==> src/rtl/snn_window_controller.sv <==
// -----------------------------------------------------------------------------
// snn_window_controller
//
// Sequences one inference of the 4-sensor / EXCNUM-output SNN core:
// latch the sensor words, pulse the core reset for one cycle, enable the core
// for WINDOW cycles, drain PIPE_LAT cycles for late spikes, then report the
// per-neuron spike counts and a steering decision with a one-cycle done pulse.
//
// Handshake: start is a request sampled only while idle (busy=0). Once it is
// accepted, busy stays high until the cycle after done, and every further start
// is dropped. done is a single-cycle strobe; spike_cnt and decision stay stable
// from done until the next accepted start clears them. abort cancels a running
// inference without a done strobe.
//
// Ports
//   clk, rst             clock, synchronous active-high reset
//   start, abort         inference request / cancel
//   sens_{fl,ml,mr,fr}_in  sensor words from the front-end
//   snn_spike            output spikes from the core, one bit per neuron
//   sens_{fl,ml,mr,fr}_q   latched sensor words driven to the core
//   snn_en, snn_rst      core enable / core membrane reset
//   busy, done           inference in progress / results valid strobe
//   spike_cnt            per-neuron counts, neuron i at [i*CNTW +: CNTW]
//   decision             00 none, 01 neuron0, 10 neuron1, 11 nonzero tie
//   state_dbg            current FSM state, for observation only
// -----------------------------------------------------------------------------
module snn_window_controller #(
    parameter int EXCNUM   = 2,
    parameter int SENSW    = 12,
    parameter int WINDOW   = 64,
    parameter int PIPE_LAT = 2,
    parameter int CNTW     = 8
) (
    input  logic                     clk,
    input  logic                     rst,
    input  logic                     start,
    input  logic                     abort,
    input  logic [SENSW-1:0]         sens_fl_in,
    input  logic [SENSW-1:0]         sens_ml_in,
    input  logic [SENSW-1:0]         sens_mr_in,
    input  logic [SENSW-1:0]         sens_fr_in,
    input  logic [EXCNUM-1:0]        snn_spike,
    output logic [SENSW-1:0]         sens_fl_q,
    output logic [SENSW-1:0]         sens_ml_q,
    output logic [SENSW-1:0]         sens_mr_q,
    output logic [SENSW-1:0]         sens_fr_q,
    output logic                     snn_en,
    output logic                     snn_rst,
    output logic                     busy,
    output logic                     done,
    output logic [EXCNUM*CNTW-1:0]   spike_cnt,
    output logic [1:0]               decision,
    output logic [2:0]               state_dbg
);

    typedef enum logic [2:0] {
        S_IDLE   = 3'd0,
        S_CLEAR  = 3'd1,
        S_RUN    = 3'd2,
        S_DRAIN  = 3'd3,
        S_REPORT = 3'd4
    } state_t;

    // One step counter times both RUN and DRAIN; it restarts at 0 on entry.
    localparam int STEPW = $clog2(WINDOW + PIPE_LAT + 1);
    localparam logic [STEPW-1:0] RUN_LAST   = STEPW'(WINDOW - 1);
    localparam logic [STEPW-1:0] DRAIN_LAST = STEPW'((PIPE_LAT > 0) ? PIPE_LAT - 1 : 0);
    localparam logic [CNTW-1:0]  CNT_MAX    = '1;

    state_t                 state_q, state_d;
    logic [STEPW-1:0]       step_q, step_d;
    logic [EXCNUM*CNTW-1:0] cnt_nxt;
    logic [CNTW-1:0]        c0_nxt, c1_nxt;
    logic [1:0]             dec_nxt;
    logic                   counting;

    assign state_dbg = state_q;

    // State register
    always_ff @(posedge clk) begin
        if (rst) begin
            state_q <= S_IDLE;
            step_q  <= '0;
        end else begin
            state_q <= state_d;
            step_q  <= step_d;
        end
    end

    // Next-state logic
    always_comb begin
        state_d = state_q;
        step_d  = '0;
        case (state_q)
            S_IDLE: begin
                if (start) state_d = S_CLEAR;
            end
            S_CLEAR: begin
                state_d = abort ? S_IDLE : S_RUN;
            end
            S_RUN: begin
                if (abort) begin
                    state_d = S_IDLE;
                end else if (step_q == RUN_LAST) begin
                    state_d = (PIPE_LAT > 0) ? S_DRAIN : S_REPORT;
                end else begin
                    step_d = step_q + STEPW'(1);
                end
            end
            S_DRAIN: begin
                if (abort) begin
                    state_d = S_IDLE;
                end else if (step_q == DRAIN_LAST) begin
                    state_d = S_REPORT;
                end else begin
                    step_d = step_q + STEPW'(1);
                end
            end
            S_REPORT: begin
                state_d = S_IDLE;
            end
            default: begin
                state_d = S_IDLE;
            end
        endcase
    end

    // Saturating spike counters; the cycle that carries abort is still counted.
    always_comb begin
        counting = (state_q == S_RUN) || (state_q == S_DRAIN);
        cnt_nxt  = spike_cnt;
        for (int i = 0; i < EXCNUM; i++) begin
            if (counting && snn_spike[i] && (spike_cnt[i*CNTW +: CNTW] != CNT_MAX)) begin
                cnt_nxt[i*CNTW +: CNTW] = spike_cnt[i*CNTW +: CNTW] + CNTW'(1);
            end
        end
    end

    // Decision is taken from the counts that will be visible during REPORT,
    // so a spike in the last DRAIN cycle still influences it.
    always_comb begin
        c0_nxt = cnt_nxt[0 +: CNTW];
        c1_nxt = cnt_nxt[CNTW +: CNTW];
        if ((c0_nxt == '0) && (c1_nxt == '0)) begin
            dec_nxt = 2'b00;
        end else if (c0_nxt > c1_nxt) begin
            dec_nxt = 2'b01;
        end else if (c1_nxt > c0_nxt) begin
            dec_nxt = 2'b10;
        end else begin
            dec_nxt = 2'b11;
        end
    end

    // Registered outputs decoded from the next state, so they are valid in the
    // same cycle the state is entered.
    always_ff @(posedge clk) begin
        if (rst) begin
            snn_en    <= 1'b0;
            snn_rst   <= 1'b0;
            busy      <= 1'b0;
            done      <= 1'b0;
            sens_fl_q <= '0;
            sens_ml_q <= '0;
            sens_mr_q <= '0;
            sens_fr_q <= '0;
            spike_cnt <= '0;
            decision  <= 2'b00;
        end else begin
            snn_rst <= (state_d == S_CLEAR);
            snn_en  <= (state_d == S_RUN);
            busy    <= (state_d != S_IDLE);
            done    <= (state_d == S_REPORT);
            if ((state_q == S_IDLE) && start) begin
                sens_fl_q <= sens_fl_in;
                sens_ml_q <= sens_ml_in;
                sens_mr_q <= sens_mr_in;
                sens_fr_q <= sens_fr_in;
            end
            if (state_d == S_CLEAR) begin
                spike_cnt <= '0;
                decision  <= 2'b00;
            end else begin
                spike_cnt <= cnt_nxt;
                if (state_d == S_REPORT) decision <= dec_nxt;
            end
        end
    end

endmodule

==> config.mk <==
export PLATFORM = sky130hd
export DESIGN_NAME = snn_window_controller
export DESIGN_NICKNAME = d
export VERILOG_FILES = /design/src/rtl/snn_window_controller.sv
export SDC_FILE = /design/constraint.sdc
export NUM_CORES = 1
export LEC_CHECK = 0
export CAP_MARGIN = 20
export CORE_ASPECT_RATIO = 0.6
export CORE_MARGIN = 2
export CORE_UTILIZATION = 48
export CTS_CLUSTER_DIAMETER = 60
export DETAILED_ROUTE_END_ITERATION = 10
export HOLD_SLACK_MARGIN = 0.05
export PLACE_DENSITY = 0.95
export SYNTH_ARGS = -nofsm -noshare
export SYNTH_HDL_FRONTEND = slang
export SYNTH_SLANG_ARGS = --single-unit
export TNS_END_PERCENT = 10
==> constraint.sdc <==
create_clock -name clk -period 5.8 [get_ports clk]
set_input_delay 1.16 -clock clk [delete_from_list [all_inputs] [get_ports clk]]
set_output_delay 1.16 -clock clk [all_outputs]
set_load 0.1 [all_outputs]
==> impl_summary.txt, run 1 <==
----------------------------------------------------
[Power]
  Switching power ... 0.000446 W
  Power share of the sequential group ... 39.5%
  Switching Fraction ... 30.1%
  Max IR drop VDD ... 0.213 mV
  Clock group share of total power ... 39.6%
  Fraction of power consumed by combinational cells ... 20.9%
  Leakage power of the design ... 1.91 nW
  Cell internal power dissipation ... 0.00104 W
  P per Cell Area ... 290 mW/mm^2

[Floorplanning]
  Site row count ... 23
  Effective utilization at floorplan ... 50.9%
  Chip width ... 114 um
  Ports placed on the boundary ... 127
  Core ar. ... 0.00685 mm^2
  Floorplan die area ... 0.00798 mm^2
  Die height ... 70.0 um

[Yosys]
  Largest area contributor in the netlist ... dfxtp_1
  Fraction of the yosys area taken by sequential cells ... 46.0%
  Post-synthesis instance area ... 0.00348 mm^2
  Syn_area_per_cell ... 8.18 um^2
  Number of instances in the synthesized netlist ... 426
  Prevailing post-synth register cell ... dfxtp_1
  Yosys cell types ... 54
  Top cells by area in the synthesized netlist ... dfxtp_1 46%, nand2_1 12%, a21oi_1 7.8%
  FFs w/ async S/R, synth ... 0%
  Synth Warn # ... 0
  Seq cells post-synth ... 80
  EDFF count, synth ... 0
  Synthesized netlist net count ... 491
  Share of Yosys cell area claimed by the top area cell type ... 46.0%

[Setup path]
  Arrival time at the worst endpoint ... 4.21 ns
  Critical setup path kind ... primary input to flop
  Family with the most delay on the worst path ... compound AO/OA/AOI/OAI gates
  Ordered list of cells on the worst path ... clkdlybuf4s50_1 > and3b_1 > nand4_1 > mux2_4 > ha_1 > a21o_1 > a21oi_1 > o21ai_0 > and3_2 > o41ai_1 > a22o_1
  CP max FO ... 11
  Critical register-to-register path startpoint ... state_dbg[1]
  Cell with the biggest individual delay on the critical path ... clkdlybuf4s50_1
  Crit path from ... snn_spike[1]
  Crit path buf inv count ... 1
  WP depth ... 11
  Worst reg-to-reg path cell count ... 10
  Critical path launch point type ... primary input
  Kind of end point of the critical path ... flop
  Largest incremental delay on the critical path ... 0.47 ns
  Required time at the worst-slack endpoint ... 6.07 ns

[Clocking]
  Cell at the root of the clock tree ... clkbuf_16
  Sinks on the clock net ... 80
  Number of buffers between clock root and the deepest sink ... 2
  CTS H-Tree Depth ... 3
  Cts repair resizes ... 0
  CTS clock-pin slew for the worst setup and hold paths ... 0.06 ns
  Post-CTS setup buffer count ... 0
  Number of buffers inserted during clock tree synthesis ... 9
  CTS tree ... built
  Clock network latency to the later pin of the worst-skew pair ... 0.32 ns
  Number of buffers added to fix hold violations after cts ... 0

[Timing]
  Number of hold-slack violations in the final timing report ... 0
  Maximum operating frequency ... 254 MHz
  Unrepaired setup endpoints after global routing ... false
  Slack of the critical path ... 1.86 ns
  Ratio of final minimum period to clock period ... 68.0%
  Pins over their slew limit ... 0
  Final critical delay including setup and external delays ... 3.94 ns
  Worst-margin pin slew ... 1.06 ns
  Final TNS setup ... 0 ns
  Worst clock skew ... 0.00585 ns
  Setup-failing EPs final ... 0
  Normalized max-slew margin ... 29.0%

[Min path]
  Class of the tightest hold or removal check ... flop to flop
  Origin of the worst min-delay path ... sens_fr_q[9]
  Number of instances on the worst hold path ... 2

[Cells and area]
  Diodes inserted ... 0
  Filler Cell Count ... 517
  Final layout net count ... 610
  Highest-count cells in the layout ignoring fill and taps ... 125 x clkdlybuf4s50_1, 108 x nand2_1, 80 x dfxtp_1
  Signed area change from the synthesized netlist to the final layout ... 46.6%
  Final non-filler cell total ... 637
  Fraction of layout cells with a size suffix above 1 ... 6.55%
  Storage cell area ... 0.00160 mm^2
  Area occupied by multi-input gates ... 0.00176 mm^2
  Final Util ... 74.6%
  Most common cell after layout, fill and taps aside ... clkdlybuf4s50_1
  Post-route cell area ... 0.00511 mm^2

[Routing]
  Number of DRC violations after detailed-routing iteration 0 ... 263
  Total wire length ... 9640 um
  Number of remaining DRC errors ... 0
  Overall via count from detail_route ... 3389
  Final routed wire length divided by cell count ... 15.1 um
  Iteration count of the initial detailed-routing pass ... 5
  Antenna viol nets, final ... 0
  Mean number of vias per cell ... 5.32

[Run]
  Number of max-capacitance violations reported ... 0

[Global route]
  Wire length of the first global-routing pass ... 15600 um
  Total gr overflow ... 0
  Via count of the first global-routing pass ... 3191
  Number of antenna violations at the first check in global routing ... 0
  Pin count of the biggest net entering global routing ... 57
  All-Layer GR Usage ... 24.4%

[Run status]
  Result of the run ... completed

[Placement]
  Pre-CTS WS ... 1.60 ns
  Area after DPL ... 0.00479 mm^2
  Quantity of I/O buffers inserted on ports ... 126
  Routability congestion estimate from global placement ... 0.949
  HPWL after detailed placement ... 7000 um
  Placed Instances ... 620

----------------------------------------------------
worst register-to-register path, delay by kind of cell (launching register included):
kind | cells | cell delay (ns)
AO/OA/AOI/OAI | 5 | 1.13
multiplexers | 1 | 0.34
adder cells (fa/ha/maj) | 1 | 0.29
AND/OR/NAND/NOR | 3 | 0.86
flip-flops | 1 | 0.54
cell families (layout without fill, tap and decap cells):
logic type / Yosys count / count (layout) / synth area share (%)
buffers and inverters: 33 / 157 / 3.74
DFF: 80 / 80 / 46.0
AOI/OAI and AO/OA: 87 / 87 / 15.3
adders and majority gates: 11 / 11 / 3.95
and+or+nand+nor: 198 / 198 / 26.2
muxes: 6 / 6 / 2.05
xor gates and xnor gates: 11 / 11 / 2.77
final timing paths:
path | endpoint | slack [ns]
min reg2reg | sens_fr_q[9] | 0.45
min | sens_fr_q[9] | 0.45
max reg2reg | decision[0] | 2.56
max | decision[0] | 1.86
state kept, by name, indices dropped and copies added, names as in the netlist:
name / count
sens_ml_q: 12
state_dbg: 3
done: 1
step_q: 7
snn_en: 1
sens_fr_q: 12
snn_rst: 1
sens_mr_q: 12
busy: 1
spike_cnt: 16
decision: 2
sens_fl_q: 12
cells in the mapped netlist, types with 2 or more instances:
library cell,n
o22ai_1,4
nand4_1,5
inv_1,12
o211ai_1,2
nand3_1,11
xor2_1,4
a31o_2,2
and3_1,4
ha_1,11
clkbuf_1,18
mux2_2,2
buf_2,2
mux2i_1,2
o21a_1,3
o21ai_2,2
nand2_1,108
nor2_1,32
nor4_2,2
and2_1,3
nor3_1,6
a41oi_1,2
or2_2,3
xnor2_1,7
dfxtp_1,80
nor3b_1,3
a21oi_1,54
nor2b_1,7
a21o_1,3
o21ai_0,4
nor4_1,2
nand3b_1,3
area by class of cell:
| cell class | count | area share [%] |
|---|---|---|
| repair buffers | 129 | 25.0 |
| multi-input cells | 313 | 34.5 |
| inverters | 12 | 0.882 |
| well taps | 87 | 2.13 |
| clock inverters | 5 | 1.59 |
| flip-flops and latches | 80 | 31.4 |
| clock buffers | 11 | 4.56 |
per-layer routing:
| layer | vias to the layer above | wire length (um) | global-route usage, % |
|---|---|---|---|
| met5 | - | 0 | 0 |
| met3 | 12 | 929 | 8.07 |
| met1 | 1556 | 4360 | 33.4 |
| met4 | 0 | 93 | 6.50 |
| met2 | 139 | 4250 | 36.9 |
| li1 | 1682 | - | - |
power by group through the flow:
stage	Combinational (W)	Clock, W	Sequential [W]
floorplan	0.0000533	0	0.000759
global placement	0.000307	0	0.000596
detailed placement	0.000309	0	0.000597
CTS	0.000310	0.000604	0.000585
global route	0.000322	0.000621	0.000588
finish	0.000309	0.000587	0.000585
per-stage QoR:
stage	hold slack, ns	power [W]
finish	0.451	0.00148
global route	0.472	0.00153
CTS	0.455	0.00150
detailed placement	0.446	0.000907
global placement	0.441	0.000903
floorplan	0.433	0.000812
No activity file was read; power rests on OpenSTA's default activity.
==> run 2, diff against run 1 <==
--- a/config.mk
+++ b/config.mk
@@ -8,11 +8,11 @@
 export CAP_MARGIN = 20
 export CORE_ASPECT_RATIO = 0.6
 export CORE_MARGIN = 2
-export CORE_UTILIZATION = 48
+export CORE_UTILIZATION = 45
 export CTS_CLUSTER_DIAMETER = 60
 export DETAILED_ROUTE_END_ITERATION = 10
 export HOLD_SLACK_MARGIN = 0.05
-export PLACE_DENSITY = 0.95
+export PLACE_DENSITY = 0.91
 export SYNTH_ARGS = -nofsm -noshare
 export SYNTH_HDL_FRONTEND = slang
 export SYNTH_SLANG_ARGS = --single-unit
==> constraint.sdc (replaced) <==
create_clock -name clk -period 4.1 [get_ports clk]
set_input_delay 0.82 -clock clk [delete_from_list [all_inputs] [get_ports clk]]
set_output_delay 0.82 -clock clk [all_outputs]
set_load 0.1 [all_outputs]
==> run 2 against run 1 <==
Net effect: clock skew fell by 0.0017 ns; final cell count rose by 3.3%; sequential share of layout area fell by 0.054 points; clock-buffer cell count fell by 2; flip-flop and latch count did not move; sequential power rose by 41%; worst hold slack improved by 0.0016 ns; via count rose by 1.7%; clock power rose by 23%; critical path depth rose by 1; largest power group is now sequential cells.
==> impl_summary.txt, run 2 (synthesis gave the netlist of run 1 again) <==
----------------------------------------------------
[Timing]
  Final critical delay including setup and external delays ... 3.36 ns
  Setup-failing EPs final ... 0 (unchanged)
  Number of hold-slack violations in the final timing report ... 0 (unchanged)
  Ratio of final minimum period to clock period ... 81.9%
  Unrepaired setup endpoints after global routing ... false
  Slack of the critical path ... 0.741 ns (-1.12 ns)
  Worst clock skew ... 0.00416 ns (-0.00169 ns)
  Normalized max-slew margin ... 32.9% (+3.9 points)
  Worst-margin pin slew ... 1.00 ns (-0.0609 ns)
  Final TNS setup ... 0 ns (unchanged)
  Pins over their slew limit ... 0 (unchanged)
  Maximum operating frequency ... 298 MHz
  Hold Worst Slack ... 0.452 ns (+0.00163 ns)

[Cells and area]
  Register with the most flip-flops ... spike_cnt
  Storage cell area ... 0.00160 mm^2 (unchanged)
  Fraction of layout cells with a size suffix above 1 ... 7.40% (+0.86 points)
  Post-route cell area ... 0.00511 mm^2 (+0.17%)
  Final Util ... 69.2% (-5.3 points)
  Area occupied by multi-input gates ... 0.00176 mm^2 (unchanged)
  Final layout net count ... 614 (+0.66%)
  Filler Cell Count ... 582 (+13%)
  Max FFs per register ... 16 (unchanged)
  Highest-count cells in the layout ignoring fill and taps ... 125 x clkdlybuf4s50_1, 108 x nand2_1, 80 x dfxtp_1
  Diodes inserted ... 0 (unchanged)
  Most common cell after layout, fill and taps aside ... clkdlybuf4s50_1
  Signed area change from the synthesized netlist to the final layout ... 46.8%

[Clocking]
  CTS tree ... built
  Number of buffers inserted during clock tree synthesis ... 9 (unchanged)
  Sinks on the clock net ... 80 (unchanged)
  CTS clock-pin slew for the worst setup and hold paths ... 0.06 ns (about the same)
  Post-CTS setup buffer count ... 0 (unchanged)
  Clock network latency to the later pin of the worst-skew pair ... 0.33 ns (about the same)
  Number of buffers added to fix hold violations after cts ... 0 (unchanged)
  Cell at the root of the clock tree ... clkbuf_16
  Cts repair resizes ... 0 (unchanged)
  Number of buffers between clock root and the deepest sink ... 2 (unchanged)
  CTS H-Tree Depth ... 3 (unchanged)

[Power]
  Fraction of power consumed by combinational cells ... 22.1% (+1.2 points)
  Switching power ... 0.000648 W (+45%)
  Clock group share of total power ... 36.3% (-3.3 points)
  Leakage power of the design ... 1.91 nW (about the same)
  Cell internal power dissipation ... 0.00134 W (+30%)
  Switching Fraction ... 32.5% (+2.5 points)
  Max IR drop VDD ... 0.298 mV (+40%)
  Power share of the sequential group ... 41.5% (+2.0 points)
  P per Cell Area ... 389 mW/mm^2 (+34%)

[Global route]
  Number of antenna violations at the first check in global routing ... 0 (unchanged)
  All-Layer GR Usage ... 22.8% (-1.6 points)
  Wire length of the first global-routing pass ... 15400 um (-1.2%)
  Pin count of the biggest net entering global routing ... 36 (-37%)
  Via count of the first global-routing pass ... 3159 (-1.0%)
  Total gr overflow ... 0 (unchanged)

[Placement]
  Routability congestion estimate from global placement ... 1.02 (+7.0%)
  HPWL after detailed placement ... 7170 um (+2.3%)
  Area after DPL ... 0.00484 mm^2 (+1.1%)
  Quantity of I/O buffers inserted on ports ... 126 (unchanged)
  Pre-CTS WS ... 0.430 ns (-1.17 ns)

[Setup path]
  WP depth ... 12 (+1)
  CP max FO ... 4 (-7)
  Cell with the biggest individual delay on the critical path ... clkdlybuf4s50_1
  Required time at the worst-slack endpoint ... 4.38 ns (-1.69 ns)
  Ordered list of cells on the worst path ... clkdlybuf4s50_1 > and3b_2 > o21ai_2 > or2_2 > xnor2_1 > ha_1 > a21o_1 > a21oi_1 > o21ai_0 > and3_2 > o41ai_1 > a22o_1
  Critical path launch point type ... primary input
  Critical setup path kind ... primary input to flop
  Largest incremental delay on the critical path ... 0.47 ns (about the same)
  Family with the most delay on the worst path ... compound AO/OA/AOI/OAI gates
  Crit path buf inv count ... 1 (unchanged)
  Worst reg-to-reg path cell count ... 10 (unchanged)
  Arrival time at the worst endpoint ... 3.64 ns (-0.57 ns)
  Kind of end point of the critical path ... flop

[Routing]
  Iteration count of the initial detailed-routing pass ... 5 (unchanged)
  Total wire length ... 9460 um (-1.8%)
  Final routed wire length divided by cell count ... 14.4 um (-5.0%)
  Number of DRC violations after detailed-routing iteration 0 ... 249 (-5.3%)
  Mean number of vias per cell ... 5.24 (-1.6%)
  Antenna viol nets, final ... 0 (unchanged)
  Overall via count from detail_route ... 3445 (+1.7%)
  Number of remaining DRC errors ... 0 (unchanged)

[Floorplanning]
  Floorplan die area ... 0.00848 mm^2 (+6.4%)
  Chip width ... 118 um (+3.2%)
  Effective utilization at floorplan ... 47.2% (-3.7 points)
  Site row count ... 24 (+4.3%)
  Ports placed on the boundary ... 127 (unchanged)
  Core ar. ... 0.00739 mm^2 (+7.9%)
  Die height ... 72.2 um (+3.1%)

[Min path]
  Class of the tightest hold or removal check ... flop to flop
  Number of instances on the worst hold path ... 2 (unchanged)

[Run status]
  Result of the run ... completed

[Run]
  Number of max-capacitance violations reported ... 0 (unchanged)

----------------------------------------------------
-- run 2: path summary, 6_finish.rpt --
path / start / to / slack (ns)
setup / recovery: snn_spike[0] / decision[0] / 0.74
hold / removal: sens_ml_q[4] / sens_ml_q[4] / 0.45
setup reg to reg: spike_cnt[8] / decision[0] / 0.96
hold reg to reg: sens_ml_q[4] / sens_ml_q[4] / 0.45
-- run 2: power by group through the flow --
stage	registers, W	clock network, W	logic (W)
floorplan	0.00107	0	0.0000754
global placement	0.000843	0	0.000438
detailed placement	0.000845	0	0.000442
CTS	0.000827	0.000744	0.000443
global route	0.000831	0.000779	0.000461
finish	0.000827	0.000723	0.000441
-- run 2: through the flow --
stage,std cells,power (W)
after floorplan,426,0.00115
after global placement,641,0.00128
after detailed placement,641,0.00129
after CTS,657,0.00202
after global routing,658,0.00207
final,658,0.00199
-- run 2: worst register-to-register path: stages (launching register included) --
cell and delay (ns):
dfxtp_1 0.51, ha_1 0.33, nand3_1 0.21, nor4_1 0.47, nor2_1 0.09, ha_1 0.31
a21oi_1 0.22, o21ai_0 0.18, and3_2 0.24, o41ai_1 0.34, a22o_1 0.17
-- run 2: layout make-up --
type	count	share of cell area, %
Sequential cell	80	31.3
Tap cell	104	2.54
Timing Repair Buffer	133	25.5
Clock buffer	9	4.40
Multi-Input combinational cell	313	34.4
Inverter	12	0.881
Clock inverter	7	0.930
-- run 2: routing by layer --
metal	up-vias	share of wire (%)	global-route usage, %
li1	1701	-	-
met1	1582	45	29.9
met2	155	45	36.6
met3	7	9.0	7.63
met4	0	0.81	5.89
met5	-	0	0
==> run 3, diff against run 2 <==
==> constraint.sdc (replaced) <==
create_clock -name clk -period 3.35 [get_ports clk]
set_input_delay 0.67 -clock clk [delete_from_list [all_inputs] [get_ports clk]]
set_output_delay 0.67 -clock clk [all_outputs]
set_load 0.1 [all_outputs]
==> run 3 against run 2 <==
Net effect: via count decreased by 0.26%; final area decreased by 0.54%; final cell count increased by 0.46%; die area unchanged; combinational power increased by 20%; clock-buffer cell count increased by 1; register-to-register slack got worse by 0.74 ns; clock skew about the same; largest cell class unchanged; first-iteration DRC count decreased by 16%; highest routed layer unchanged; largest power group is now clock; setup slack got worse by 0.56 ns.
==> impl_summary.txt, run 3 (synthesis gave the netlist of run 1 again) <==
----------------------------------------------------
[Setup path]
  Critical path launch point type ... primary input
  Kind of end point of the critical path ... flop
  Critical setup path kind ... primary input to flop
  CP max FO ... 2 (-2)
  Critical register-to-register path startpoint ... spike_cnt[8]
  Arrival time at the worst endpoint ... 3.43 ns (-0.21 ns)
  Required time at the worst-slack endpoint ... 3.61 ns (-0.77 ns)
  Crit path from ... snn_spike[1]

[Power]
  P per Cell Area ... 525 mW/mm^2 (+35%)
  Power share of the sequential group ... 38.0% (-3.5 points)
  Leakage power of the design ... 2.08 nW (+8.5%)
  Max IR drop VDD ... 0.353 mV (+18%)
  Switching power ... 0.000785 W (+21%)
  Cell internal power dissipation ... 0.00189 W (+40%)
  Clock group share of total power ... 42.2% (+5.9 points)
  Fraction of power consumed by combinational cells ... 19.8% (-2.3 points)
  Switching Fraction ... 29.4% (-3.1 points)

[Cells and area]
  Fraction of layout cells with a size suffix above 1 ... 18.5% (+11 points)
  Max FFs per register ... 16 (unchanged)
  Signed area change from the synthesized netlist to the final layout ... 46.0%
  Area occupied by multi-input gates ... 0.00176 mm^2 (+0.21%)
  Final layout net count ... 617 (+0.49%)
  Final non-filler cell total ... 661 (+0.46%)
  Most common cell after layout, fill and taps aside ... nand2_1
  Storage cell area ... 0.00160 mm^2 (about the same)
  Register with the most flip-flops ... spike_cnt
  Highest-count cells in the layout ignoring fill and taps ... 108 x nand2_1, 79 x dfxtp_1, 69 x clkdlybuf4s50_1
  Filler Cell Count ... 595 (+2.2%)
  Diodes inserted ... 0 (unchanged)

[Timing]
  Final TNS setup ... 0 ns (unchanged)
  Number of hold-slack violations in the final timing report ... 0 (unchanged)
  Worst-margin pin slew ... 1.05 ns (+0.0451 ns)
  Unrepaired setup endpoints after global routing ... false
  Pins over their slew limit ... 0 (unchanged)
  Final critical delay including setup and external delays ... 3.17 ns
  Worst clock skew ... 0.00408 ns (-0.0000740 ns)
  Normalized max-slew margin ... 29.2% (-3.7 points)
  Ratio of final minimum period to clock period ... 94.5%
  Maximum operating frequency ... 316 MHz
  Setup-failing EPs final ... 0 (unchanged)

[Global route]
  Total gr overflow ... 0 (unchanged)
  Via count of the first global-routing pass ... 3232 (+2.3%)
  Wire length of the first global-routing pass ... 15700 um (+1.8%)
  Pin count of the biggest net entering global routing ... 54 (+50%)
  All-Layer GR Usage ... 23.1% (+0.33 points)
  Number of antenna violations at the first check in global routing ... 0 (unchanged)

[Clocking]
  Cell at the root of the clock tree ... clkbuf_16
  Number of buffers between clock root and the deepest sink ... 2 (unchanged)
  CTS tree ... built
  CTS H-Tree Depth ... 3 (unchanged)
  CTS clock-pin slew for the worst setup and hold paths ... 0.06 ns (about the same)
  Sinks on the clock net ... 80 (unchanged)
  Clock network latency to the later pin of the worst-skew pair ... 0.32 ns (about the same)
  Number of buffers inserted during clock tree synthesis ... 9 (unchanged)
  Post-CTS setup buffer count ... 0 (unchanged)

[Floorplanning]
  Site row count ... 24 (unchanged)
  Chip width ... 118 um (unchanged)
  Floorplan die area ... 0.00848 mm^2 (unchanged)
  Die height ... 72.2 um (unchanged)
  Core ar. ... 0.00739 mm^2 (unchanged)
  Effective utilization at floorplan ... 47.2% (unchanged)
  Ports placed on the boundary ... 127 (unchanged)

[Routing]
  Overall via count from detail_route ... 3436 (-0.26%)
  Iteration count of the initial detailed-routing pass ... 4 (-1)
  Final routed wire length divided by cell count ... 14.8 um (+3.1%)
  Number of remaining DRC errors ... 0 (unchanged)
  Number of DRC violations after detailed-routing iteration 0 ... 210 (-16%)
  Antenna viol nets, final ... 0 (unchanged)
  Total wire length ... 9800 um (+3.6%)
  Mean number of vias per cell ... 5.20 (-0.71%)

[Placement]
  Routability congestion estimate from global placement ... 0.989 (-2.7%)
  Quantity of I/O buffers inserted on ports ... 126 (unchanged)
  HPWL after detailed placement ... 7420 um (+3.5%)
  Placed Instances ... 645 (+0.62%)

[Run status]
  Result of the run ... completed

[Min path]
  Origin of the worst min-delay path ... sens_fl_q[8]
  Class of the tightest hold or removal check ... flop to flop

[Run]
  Number of max-capacitance violations reported ... 0 (unchanged)

----------------------------------------------------
## run 3: worst max-delay path, stage by stage
cell	delay, ns
clkdlybuf4s50_1	0.48
and3b_1	0.18
nand4_1	0.13
mux2_4	0.33
ha_1	0.30
a21o_1	0.20
a21oi_2	0.19
o21ai_0	0.17
and3_2	0.24
o41ai_1	0.35
a22o_1	0.19
## run 3: final timing paths
path,to,slack (ns),cells past startpoint
worst max register to register,decision[0],0.22,10
worst min register to register,sens_fl_q[8],0.45,2
worst max-delay path,decision[0],0.18,11
worst min-delay path,sens_fl_q[8],0.45,2
## run 3: cell type report
class	count	area share, %
multi-input combinational	313	34.7
inverter	12	0.885
clock buffer	10	4.70
clock inverter	6	2.26
sequential	80	31.5
timing repair buffer	136	23.4
tap	104	2.56
## run 3: timing repair
action | in CTS | in global routing
resized for setup | 0 | 2
hold endpoints to repair | 0 | 0
hold buffers | 0 | 0
setup endpoints to repair | 0 | 1
## run 3: metrics by stage
stage	utilization, %	setup slack (ns)	hold slack [ns]	total power, W	instance area [um^2]
after floorplan	-	0.0236	0.433	0.00141	3480
after global placement	64.0	0.0229	0.441	0.00156	4730
after detailed placement	64.0	-0.215	0.447	0.00157	4730
after CTS	68.8	0.126	0.455	0.00269	5080
after global routing	68.9	0.0549	0.474	0.00276	5090
final	68.9	0.183	0.453	0.00267	5090
## run 3: power by group through the flow
stage	clock (W)	sequential (W)	combinational (W)
after global placement	0	0.00103	0.000524
after detailed placement	0	0.00103	0.000531
after floorplan	0	0.00131	0.0000923
after CTS	0.00115	0.00101	0.000533
after global routing	0.00119	0.00102	0.000553
final	0.00113	0.00101	0.000529
## run 3: metal layers
metal / vias up / global-route usage, % / share of wire [%]
met2: 120 / 37.7 / 46
met3: 6 / 7.23 / 7.9
met4: 0 / 4.82 / 0.73
met5: - / 0 / 0
met1: 1601 / 30.7 / 45
li1: 1709 / - / -
==> patch (config.mk and constraints of run 3) <==
Reset style: asynchronous (`rst`), changed in 2 clocked blocks. Comments in the files are not updated.
--- a/src/rtl/snn_window_controller.sv
+++ b/src/rtl/snn_window_controller.sv
@@ -77,7 +77,7 @@
     assign state_dbg = state_q;
 
     // State register
-    always_ff @(posedge clk) begin
+    always_ff @(posedge clk or posedge rst) begin
         if (rst) begin
             state_q <= S_IDLE;
             step_q  <= '0;
@@ -154,7 +154,7 @@
 
     // Registered outputs decoded from the next state, so they are valid in the
     // same cycle the state is entered.
-    always_ff @(posedge clk) begin
+    always_ff @(posedge clk or posedge rst) begin
         if (rst) begin
             snn_en    <= 1'b0;
             snn_rst   <= 1'b0;
Behaviour: differs if rst is asserted again (counterexample within 4 cycles, from zero or initial values and one cycle with rst high); with rst held inactive, the same outputs for 10 cycles.
==> patch against run 3 <==
Setup slack lost 0.015 ns; critical path depth grew 1; design area grew 3.0%; final cell count shrank 17%; via count shrank 17%; wire length shrank 9.9%; synthesized area grew 4.6%; die area grew 4.4%; sequential cell count is the same; critical path type unchanged; highest routed layer unchanged.
Power is not compared: it rests on default switching activity, and its combinational part moved more than twofold at a synthesized area within 25%.
==> patch: results (changes against run 3) <==
- Outcome: complete, no violations
* Global-route wire length before repair: 14400 µm (-8.5%)
- DRC violation total after the first TritonRoute iteration: 187 (-11%)
- By area the synthesized netlist is led by sky130_fd_sc_hd__dfrtp_1, sky130_fd_sc_hd__mux2_2, sky130_fd_sc_hd__ha_1, sky130_fd_sc_hd__nor2_1, sky130_fd_sc_hd__and2_1.
- The clock skew was 0.00567 ns (+0.00159 ns).
- Longest individual stage delay on the worst path: 0.50 ns (+0.02 ns)
* Cell variety after synth: 51 (-5.6%)
- The placed cell area was 0.00494 mm² (+4.5%).
* Sequential share of the synthesized area: 55.0% (+9.0 points)
- HPWL reported at the end of detailed placement: 6680 µm (-9.9%)
- The total setup buffers inserted after CTS is 0 (unchanged).
- The global routing usage summed across all routing layers is 21.2% (-1.9 points).
* Max FFs per register: 16 (unchanged)
* Share of flip-flops with an asynchronous set or reset after synthesis: 100% (+100 points)
- Family with the most delay on the worst path: simple AND/OR/NAND/NOR gates
- Ratio of cells with drive above 1 in the final layout: 35.0% (+16 points)
* Worst Path Max Fanout: 3 (+1)
- Origin of the worst min-delay path: step_q[0]
- The TritonCTS buffer count was 9 (unchanged).
- The ratio of routed vias to standard cells was 5.19 (about the same).
- The via count of the first global-routing pass came to 2887 (-11%).
- Number of filler cells placed in the layout: 598 (+0.50%)
- The commonest cells after synthesis are sky130_fd_sc_hd__dfrtp_1, sky130_fd_sc_hd__mux2_2, sky130_fd_sc_hd__nor2_1.
* Pin count of the biggest net entering global routing: 42 (-22%)
* Nets: 502 (-19%)
- The routed wirelength normalized by instance count came to 16.0 µm (+8.1%).
* Leak pwr: 0.00240 µW
- The startpoint identified for the worst register-to-register timing path is spike_cnt[8].
- The number of nets in the synthesized netlist is 362 (-26%).
* Peak supply drop: 0.615 mV
- The initial antenna violation count is 0 (unchanged).
- In this run the worst setup path begins at snn_spike[1].
- The last weighted congestion value of the routability-driven placer was 0.877 (-11%).
* Inserted Diodes: 0 (unchanged)
- The worst setup slack before clock tree synthesis is -0.221 ns (-0.00557 ns).
- The number of input and output port buffers inserted is 126 (unchanged).
- The arrival time at the worst endpoint is 3.40 ns (-0.03 ns).
- The pin slew with the least headroom to its limit was 0.966 ns (-0.0833 ns).
-- patch: power by group --
part           switching [µW]  internal [µW]  leakage (µW)  total, µW
Combinational            1820            553       0.00127       2370
Sequential                127           1170      0.000995       1300
Clock                     375            577      0.000140        953
-- patch: stage by stage --
stage                     instances  total power, µW
after detailed placement        534             3690
after global routing            551             4800
after CTS                       550             4660
after floorplan                 298             3140
final                           551             4620
after global placement          534             3650
-- patch: cell families (layout without fill, tap and decap cells) --
| kind of cell | Yosys count | in the layout | share of synthesized area, % |
|---|---|---|---|
| fa+ha+maj | 10 | 10 | 3.44 |
| mux | 54 | 54 | 16.6 |
| buf+inv | 16 | 161 | 1.75 |
| compound gates | 30 | 30 | 5.98 |
| flops | 80 | 80 | 55.0 |
| simple gates | 95 | 95 | 14.1 |
| xor+xnor | 13 | 13 | 3.13 |
-- patch: final cells by class --
cell class	count	area [µm²]	area share, %
Sequential cell	80	2000	38.2
Multi-Input combinational cell	202	1580	30.2
Timing Repair Buffer	138	1200	22.9
Inverter	7	27.5	0.525
Tap cell	108	135	2.58
Clock buffer	11	233	4.44
Clock inverter	5	56.3	1.07
-- patch: final timing paths --
check / end / slack, ns / cells after the start
max in group asynchronous: spike_cnt[14] / 1.94 / 3
max reg2reg: decision[0] / 0.20 / 12
min reg2reg: step_q[0] / 0.49 / 1
min in group asynchronous: sens_fl_q[10] / 0.76 / 2
min: step_q[0] / 0.49 / 1
max: decision[0] / 0.17 / 12
-- patch: layer usage --
layer | vias to the layer above | global-route usage [%] | share of wire [%]
li1 | 1344 | - | -
met1 | 1396 | 27.0 | 43
met2 | 107 | 33.8 | 48
met3 | 15 | 8.00 | 7.3
met4 | 0 | 6.67 | 1.5
met5 | - | 0 | 0
